### config.mk
export PLATFORM = sky130hd
export DESIGN_NAME = nibble_add_seq_flat
export DESIGN_NICKNAME = d
export VERILOG_FILES = /design/src/rtl/nibble_add_seq_if.sv /design/src/rtl/nibble_add_seq.sv /design/src/flat_wrapper.sv
export SDC_FILE = /design/constraint.sdc
export NUM_CORES = 1
export LEC_CHECK = 0
export BUFFER_PORTS_ARGS = -buffer_cell sky130_fd_sc_hd__clkbuf_2
export CAP_MARGIN = 20
export CORE_AREA = 5 5 82 84
export CTS_BUF_LIST = sky130_fd_sc_hd__clkbuf_2 sky130_fd_sc_hd__clkbuf_4 sky130_fd_sc_hd__clkbuf_8
export DETAILED_ROUTE_END_ITERATION = 16
export DIE_AREA = 0 0 87 89
export PLACE_DENSITY = 0.69
export SYNTH_ARGS = -nofsm -noshare
export SYNTH_HDL_FRONTEND = slang
export SYNTH_SLANG_ARGS = --single-unit
### constraint.sdc
create_clock -name clk -period 3.1 [get_ports clk]
set_input_delay 0.31 -clock clk [delete_from_list [all_inputs] [get_ports clk]]
set_output_delay 0.31 -clock clk [all_outputs]
set_load 0.01 [all_outputs]
### src/rtl/nibble_add_seq_if.sv
// Bus bundle for nibble_add_seq: requester handshake, operands and result,
// plus the pins to and from the shared 4-bit adder.
// Ovf is present only when NIBBLE_ADD_SEQ_OVF_EN is defined.
interface nibble_add_seq_if #(
    parameter int unsigned NIBBLES = 4
);
    localparam int unsigned W = 4 * NIBBLES;

    // Requester side
    logic         start;
    logic         sub;
    logic [W-1:0] A;
    logic [W-1:0] B;
    logic         ready;
    logic         busy;
    logic         done;
    logic [W-1:0] Sum;
    logic         Cout;
`ifdef NIBBLE_ADD_SEQ_OVF_EN
    logic         Ovf;
`endif

    // Shared adder side
    logic [3:0]   AdA;
    logic [3:0]   AdB;
    logic         AdCin;
    logic [3:0]   AdS;
    logic         AdCout;

    // Environment view: the requester plus the shared adder
    modport master (
`ifdef NIBBLE_ADD_SEQ_OVF_EN
        input  Ovf,
`endif
        output start, sub, A, B, AdS, AdCout,
        input  ready, busy, done, Sum, Cout, AdA, AdB, AdCin
    );

    // Sequencer view
    modport slave (
`ifdef NIBBLE_ADD_SEQ_OVF_EN
        output Ovf,
`endif
        input  start, sub, A, B, AdS, AdCout,
        output ready, busy, done, Sum, Cout, AdA, AdB, AdCin
    );
endinterface

### src/rtl/nibble_add_seq.sv
// Nibble-serial add/subtract sequencer driving one shared 4-bit adder.
// One nibble is processed per clock; subtract uses A + ~B + 1.
// Optional signed-overflow output enabled by NIBBLE_ADD_SEQ_OVF_EN.
module nibble_add_seq #(
    parameter int unsigned NIBBLES = 4
) (
    input  logic              clk,
    input  logic              rst_n,
    nibble_add_seq_if.slave   bus
);
    localparam int unsigned W     = 4 * NIBBLES;
    localparam int unsigned IDX_W = (NIBBLES > 1) ? $clog2(NIBBLES) : 1;
    localparam logic [IDX_W-1:0] LAST_IDX = IDX_W'(NIBBLES - 1);

    typedef enum logic [1:0] {
        IDLE = 2'd0,
        RUN  = 2'd1,
        DONE = 2'd2
    } state_t;

    state_t           state_q, state_d;
    logic [IDX_W-1:0] idx_q,   idx_d;
    logic [W-1:0]     opa_q,   opa_d;
    logic [W-1:0]     opb_q,   opb_d;
    logic             carry_q, carry_d;
    logic [W-1:0]     sum_q,   sum_d;
    logic             cout_q,  cout_d;
`ifdef NIBBLE_ADD_SEQ_OVF_EN
    logic             ovf_q,   ovf_d;
`endif

    logic             last_nib;
    logic [IDX_W+1:0] nib_base;

    assign last_nib = (idx_q == LAST_IDX);
    assign nib_base = {idx_q, 2'b00};

    // State and datapath registers
    always_ff @(posedge clk or negedge rst_n) begin
        if (!rst_n) begin
            state_q <= IDLE;
            idx_q   <= '0;
            opa_q   <= '0;
            opb_q   <= '0;
            carry_q <= 1'b0;
            sum_q   <= '0;
            cout_q  <= 1'b0;
`ifdef NIBBLE_ADD_SEQ_OVF_EN
            ovf_q   <= 1'b0;
`endif
        end else begin
            state_q <= state_d;
            idx_q   <= idx_d;
            opa_q   <= opa_d;
            opb_q   <= opb_d;
            carry_q <= carry_d;
            sum_q   <= sum_d;
            cout_q  <= cout_d;
`ifdef NIBBLE_ADD_SEQ_OVF_EN
            ovf_q   <= ovf_d;
`endif
        end
    end

    // Next-state logic: start only honoured in IDLE, DONE always lasts one cycle
    always_comb begin
        state_d = state_q;
        unique case (state_q)
            IDLE:    if (bus.start) state_d = RUN;
            RUN:     if (last_nib)  state_d = DONE;
            DONE:    state_d = IDLE;
            default: state_d = IDLE;
        endcase
    end

    // Datapath next values: operand capture on start, one nibble written per RUN cycle
    always_comb begin
        idx_d   = idx_q;
        opa_d   = opa_q;
        opb_d   = opb_q;
        carry_d = carry_q;
        sum_d   = sum_q;
        cout_d  = cout_q;
`ifdef NIBBLE_ADD_SEQ_OVF_EN
        ovf_d   = ovf_q;
`endif
        unique case (state_q)
            IDLE: begin
                if (bus.start) begin
                    opa_d   = bus.A;
                    opb_d   = bus.sub ? ~bus.B : bus.B;
                    carry_d = bus.sub;
                    idx_d   = '0;
                end
            end
            RUN: begin
                sum_d[nib_base +: 4] = bus.AdS;
                carry_d              = bus.AdCout;
                if (last_nib) begin
                    // idx parks on the last nibble rather than wrapping
                    cout_d = bus.AdCout;
`ifdef NIBBLE_ADD_SEQ_OVF_EN
                    ovf_d  = (opa_q[W-1] ^ bus.AdS[3]) & (opb_q[W-1] ^ bus.AdS[3]);
`endif
                end else begin
                    idx_d = idx_q + 1'b1;
                end
            end
            default: ;
        endcase
    end

    // Outputs: status decoded from state, adder pins quiet outside RUN
    always_comb begin
        bus.ready = (state_q == IDLE);
        bus.busy  = (state_q == RUN);
        bus.done  = (state_q == DONE);
        bus.Sum   = sum_q;
        bus.Cout  = cout_q;
`ifdef NIBBLE_ADD_SEQ_OVF_EN
        bus.Ovf   = ovf_q;
`endif
        bus.AdA   = '0;
        bus.AdB   = '0;
        bus.AdCin = 1'b0;
        if (state_q == RUN) begin
            bus.AdA   = opa_q[nib_base +: 4];
            bus.AdB   = opb_q[nib_base +: 4];
            bus.AdCin = carry_q;
        end
    end

endmodule

### src/flat_wrapper.sv
// flat-port wrapper written by rule: the top's interface ports become plain ports
module nibble_add_seq_flat 
#(
    parameter int unsigned NIBBLES = 4
)
  (clk, rst_n, bus_start, bus_sub, bus_A, bus_B, bus_AdS, bus_AdCout, bus_ready, bus_busy, bus_done, bus_Sum, bus_Cout, bus_AdA, bus_AdB, bus_AdCin);
  nibble_add_seq_if #(.NIBBLES(NIBBLES)) bus_i ();
  input  logic clk;
  input  logic rst_n;
  input wire logic [$bits(bus_i.start)-1:0] bus_start;
  input wire logic [$bits(bus_i.sub)-1:0] bus_sub;
  input wire logic [$bits(bus_i.A)-1:0] bus_A;
  input wire logic [$bits(bus_i.B)-1:0] bus_B;
  input wire logic [$bits(bus_i.AdS)-1:0] bus_AdS;
  input wire logic [$bits(bus_i.AdCout)-1:0] bus_AdCout;
  output wire logic [$bits(bus_i.ready)-1:0] bus_ready;
  output wire logic [$bits(bus_i.busy)-1:0] bus_busy;
  output wire logic [$bits(bus_i.done)-1:0] bus_done;
  output wire logic [$bits(bus_i.Sum)-1:0] bus_Sum;
  output wire logic [$bits(bus_i.Cout)-1:0] bus_Cout;
  output wire logic [$bits(bus_i.AdA)-1:0] bus_AdA;
  output wire logic [$bits(bus_i.AdB)-1:0] bus_AdB;
  output wire logic [$bits(bus_i.AdCin)-1:0] bus_AdCin;
  assign bus_i.start = bus_start;
  assign bus_i.sub = bus_sub;
  assign bus_i.A = bus_A;
  assign bus_i.B = bus_B;
  assign bus_i.AdS = bus_AdS;
  assign bus_i.AdCout = bus_AdCout;
  assign bus_ready = bus_i.ready;
  assign bus_busy = bus_i.busy;
  assign bus_done = bus_i.done;
  assign bus_Sum = bus_i.Sum;
  assign bus_Cout = bus_i.Cout;
  assign bus_AdA = bus_i.AdA;
  assign bus_AdB = bus_i.AdB;
  assign bus_AdCin = bus_i.AdCin;
  nibble_add_seq #(.NIBBLES(NIBBLES)) u_core (.clk(clk), .rst_n(rst_n), .bus(bus_i));
endmodule
==> reports/results.txt <==
Status: finished clean
Switching share of power: 36.7%
Hold Crit Class: in2async
Largest net degree at the start of global routing: 50
Gpl congestion: 0.755
CP required: 2790 ps
Io pins: 70
CTS resizes: 0
Initial DRC Count: 85
Synth cell types: 29
Ys async rst share: 100%
Root Buffer: clkbuf_8
Final Util: 52.5%
Mapped cell area: 2600 um2
Post-synth EDFFs: 0
Critical path class: reg2out
Setup crit end kind: output pin
Number of vias per cell: 5.17
Commonest register cell after synthesis: dfrtp_1
Final period utilization: 79.6%
Internal power: 1.92 mW
Pwr/cell area: 987 nW/um2
Critical path peak fanout: 13
Setup TNS: 0 ps
Core Box Area: 5850 um2
Post-Syn Nets: 249
Total power: 3.03 mW
Number of fill cells: 533
TritonCTS Buffers: 5
Worst Setup SP: u_core.idx_q[0]
Worst EP arrival: 2160 ps
Cells after synthesis: 202
TritonRoute pass-1 iters: 4
Die Width: 87 um
Synth Area per Inst: 12.9 um2
YS warnings: 0
Post-route DRC violation count: 0
Register clock-pin slew on the reported worst setup and hold paths: 100 ps
Reg area: 1350 um2
Clk pwr share: 13.4%
Slew headroom: 42.9%
Post-CTS setup buffers: 0
All-Layer GR Usage: 14.1%
Initial antenna violation count: 0
Detailed-route via count: 1782
Die ar.: 7740 um2
Leakage Power: 1.43 nW
CTS Sinks: 54
Layout cell share with drive strength beyond 1: 41.1%
Worst R2R Setup Slack: 920 ps
# setup viols final: 0
Worst r2r src: u_core.idx_q[0]
N_diodes: 0
Site Rows: 28
Cells on worst reg2reg path: 5
Placed Area: 2980 um2
CTS tree: built
Initial Util: 44.4%
Hold slack final: 104 ps
CTS H-tree depth: 2
Final Hold Vio Count: 0
Most common cell after layout, fill and taps aside: clkbuf_2
Routed WL per cell: 14.8 um
Maximum VDD drop: 0.000617 V
Psw: 1.11 mW
Fin area: 3070 um2
Multi-input gate area in the final layout: 1140 um2
Final wirelength: 5.11 mm
ANT nets after route: 0
Critical path endpoint: bus_AdA[3]
Area Overhead vs Synth: 18.3%
Yosys reg bits: 54
Max Slew Vio Count: 0
Max-cap violations: 0
PortBufs: 69
Worst reg2reg path endpoint: u_core.bus.Sum[4]
Dpl hpwl: 3.74 mm
Clock latency on the worst-skew pair: 300 ps
Combinational share of power: 44.4%
Fin nets: 316
Grt total ovfl: 0
Die height: 89 um
Clk_skew: 5.22 ps
Slew at the pin with the worst max-slew slack: 856 ps
First-pass GRT wire length: 8.54 mm
Sequential power share: 42.2%
Post-synthesis sequential area ratio: 52.0%
Vias in the first global route: 1843
Crit path time final: 2470 ps
Worst setup SP type: register
Clock buffer depth: 2
Commonest non-fill, non-tap cells in the layout: clkbuf_2 (69), dfrtp_1 (54), nor2_1 (20), mux2_2 (18)
Hold buffer count at cts: 0
Unrepaired setup endpoints after global routing: no
Max Clk Rate: 405 MHz
==> routing by layer <==
metal / routed length (um) / vias to the layer above / track usage, %
met2: 2450 / 52 / 22.4
met1: 2260 / 883 / 19.0
li1: - / 842 / -
met5: 0 / - / 0
met4: 43 / 0 / 4.25
met3: 363 / 5 / 3.69
==> power groups by stage <==
stage          logic, mW  clock network, mW  registers, mW
6_report            1.35              0.406           1.28
5_1_grt             1.50              0.453           1.33
4_1_cts             1.37              0.419           1.28
3_5_place_dp        1.36                  0           1.30
3_3_place_gp        1.34                  0           1.29
2_1_floorplan       1.05                  0           1.21
==> cells by family (layout without fill, tap and decap cells) <==
logic type | Yosys count | in the layout | synth area share (%)
simple gates | 47 | 47 | 11.7
flops | 54 | 54 | 52.0
compound gates | 36 | 36 | 9.34
buf+inv | 17 | 85 | 4.00
mux | 26 | 26 | 14.7
fa+ha+maj | 6 | 6 | 2.89
xor+xnor | 16 | 16 | 5.39
==> cell usage after synthesis (2+ instances only) <==
cell type  instances  area (um2)
nand2_1            2        7.51
nand2b_1           2        12.5
dfrtp_1           54        1350
a21oi_1           16        80.1
inv_1              4        15.0
nand3b_1           4        30.0
o21ai_0            2        10.0
ha_1               6        75.1
nor2b_1            2        12.5
buf_6              3        33.8
buf_4              3        22.5
buf_2              5        25.0
a22o_1            15         131
clkbuf_1           2        7.51
xnor2_1           16         140
nor2_1            20        75.1
and2_1            10        62.6
mux2_2            18         203
mux4_2             8         180
==> sequential cells by signal (all words and copies together), names as in the netlist <==
name and cells:
u_core.bus.Cout 1, u_core.bus.Sum 16, u_core.carry_q 1, u_core.idx_q 2, u_core.opa_q 16, u_core.opb_q 16, u_core.state_q 2
==> final cells by class <==
type,count,area share [%]
clock buffers,6,2.69
clock inverters,2,0.407
inverters,4,0.488
multi-input cells,131,37.2
flip-flops and latches,54,44.0
well taps,75,3.05
repair buffers,73,12.2
==> worst min-delay path by stage <==
stage / to / cells past startpoint / slack (ps) / startpoint
after floorplan: u_core.bus.Cout / 0 / 10 / rst_n
after global placement: u_core.bus.Sum[4] / 1 / 450 / rst_n
after detailed placement: u_core.bus.Sum[3] / 1 / 460 / rst_n
after CTS: u_core.idx_q[0] / 1 / 120 / rst_n
after global routing: u_core.idx_q[0] / 1 / 170 / rst_n
final: u_core.bus.Sum[3] / 1 / 100 / rst_n
==> worst max-delay path, cell delays in order (launching register included) <==
cell	delay [ps]
dfrtp_1	780
buf_4	280
mux4_2	490
and2_1	170
clkbuf_2	120
==> per-stage QoR <==
step                std cells  setup WS [ps]
detailed placement        337            942
finish                    345            632
global placement          337            957
floorplan                 202           1260
global route              345            467
CTS                       345            591
(Power assumes the default switching activity.)
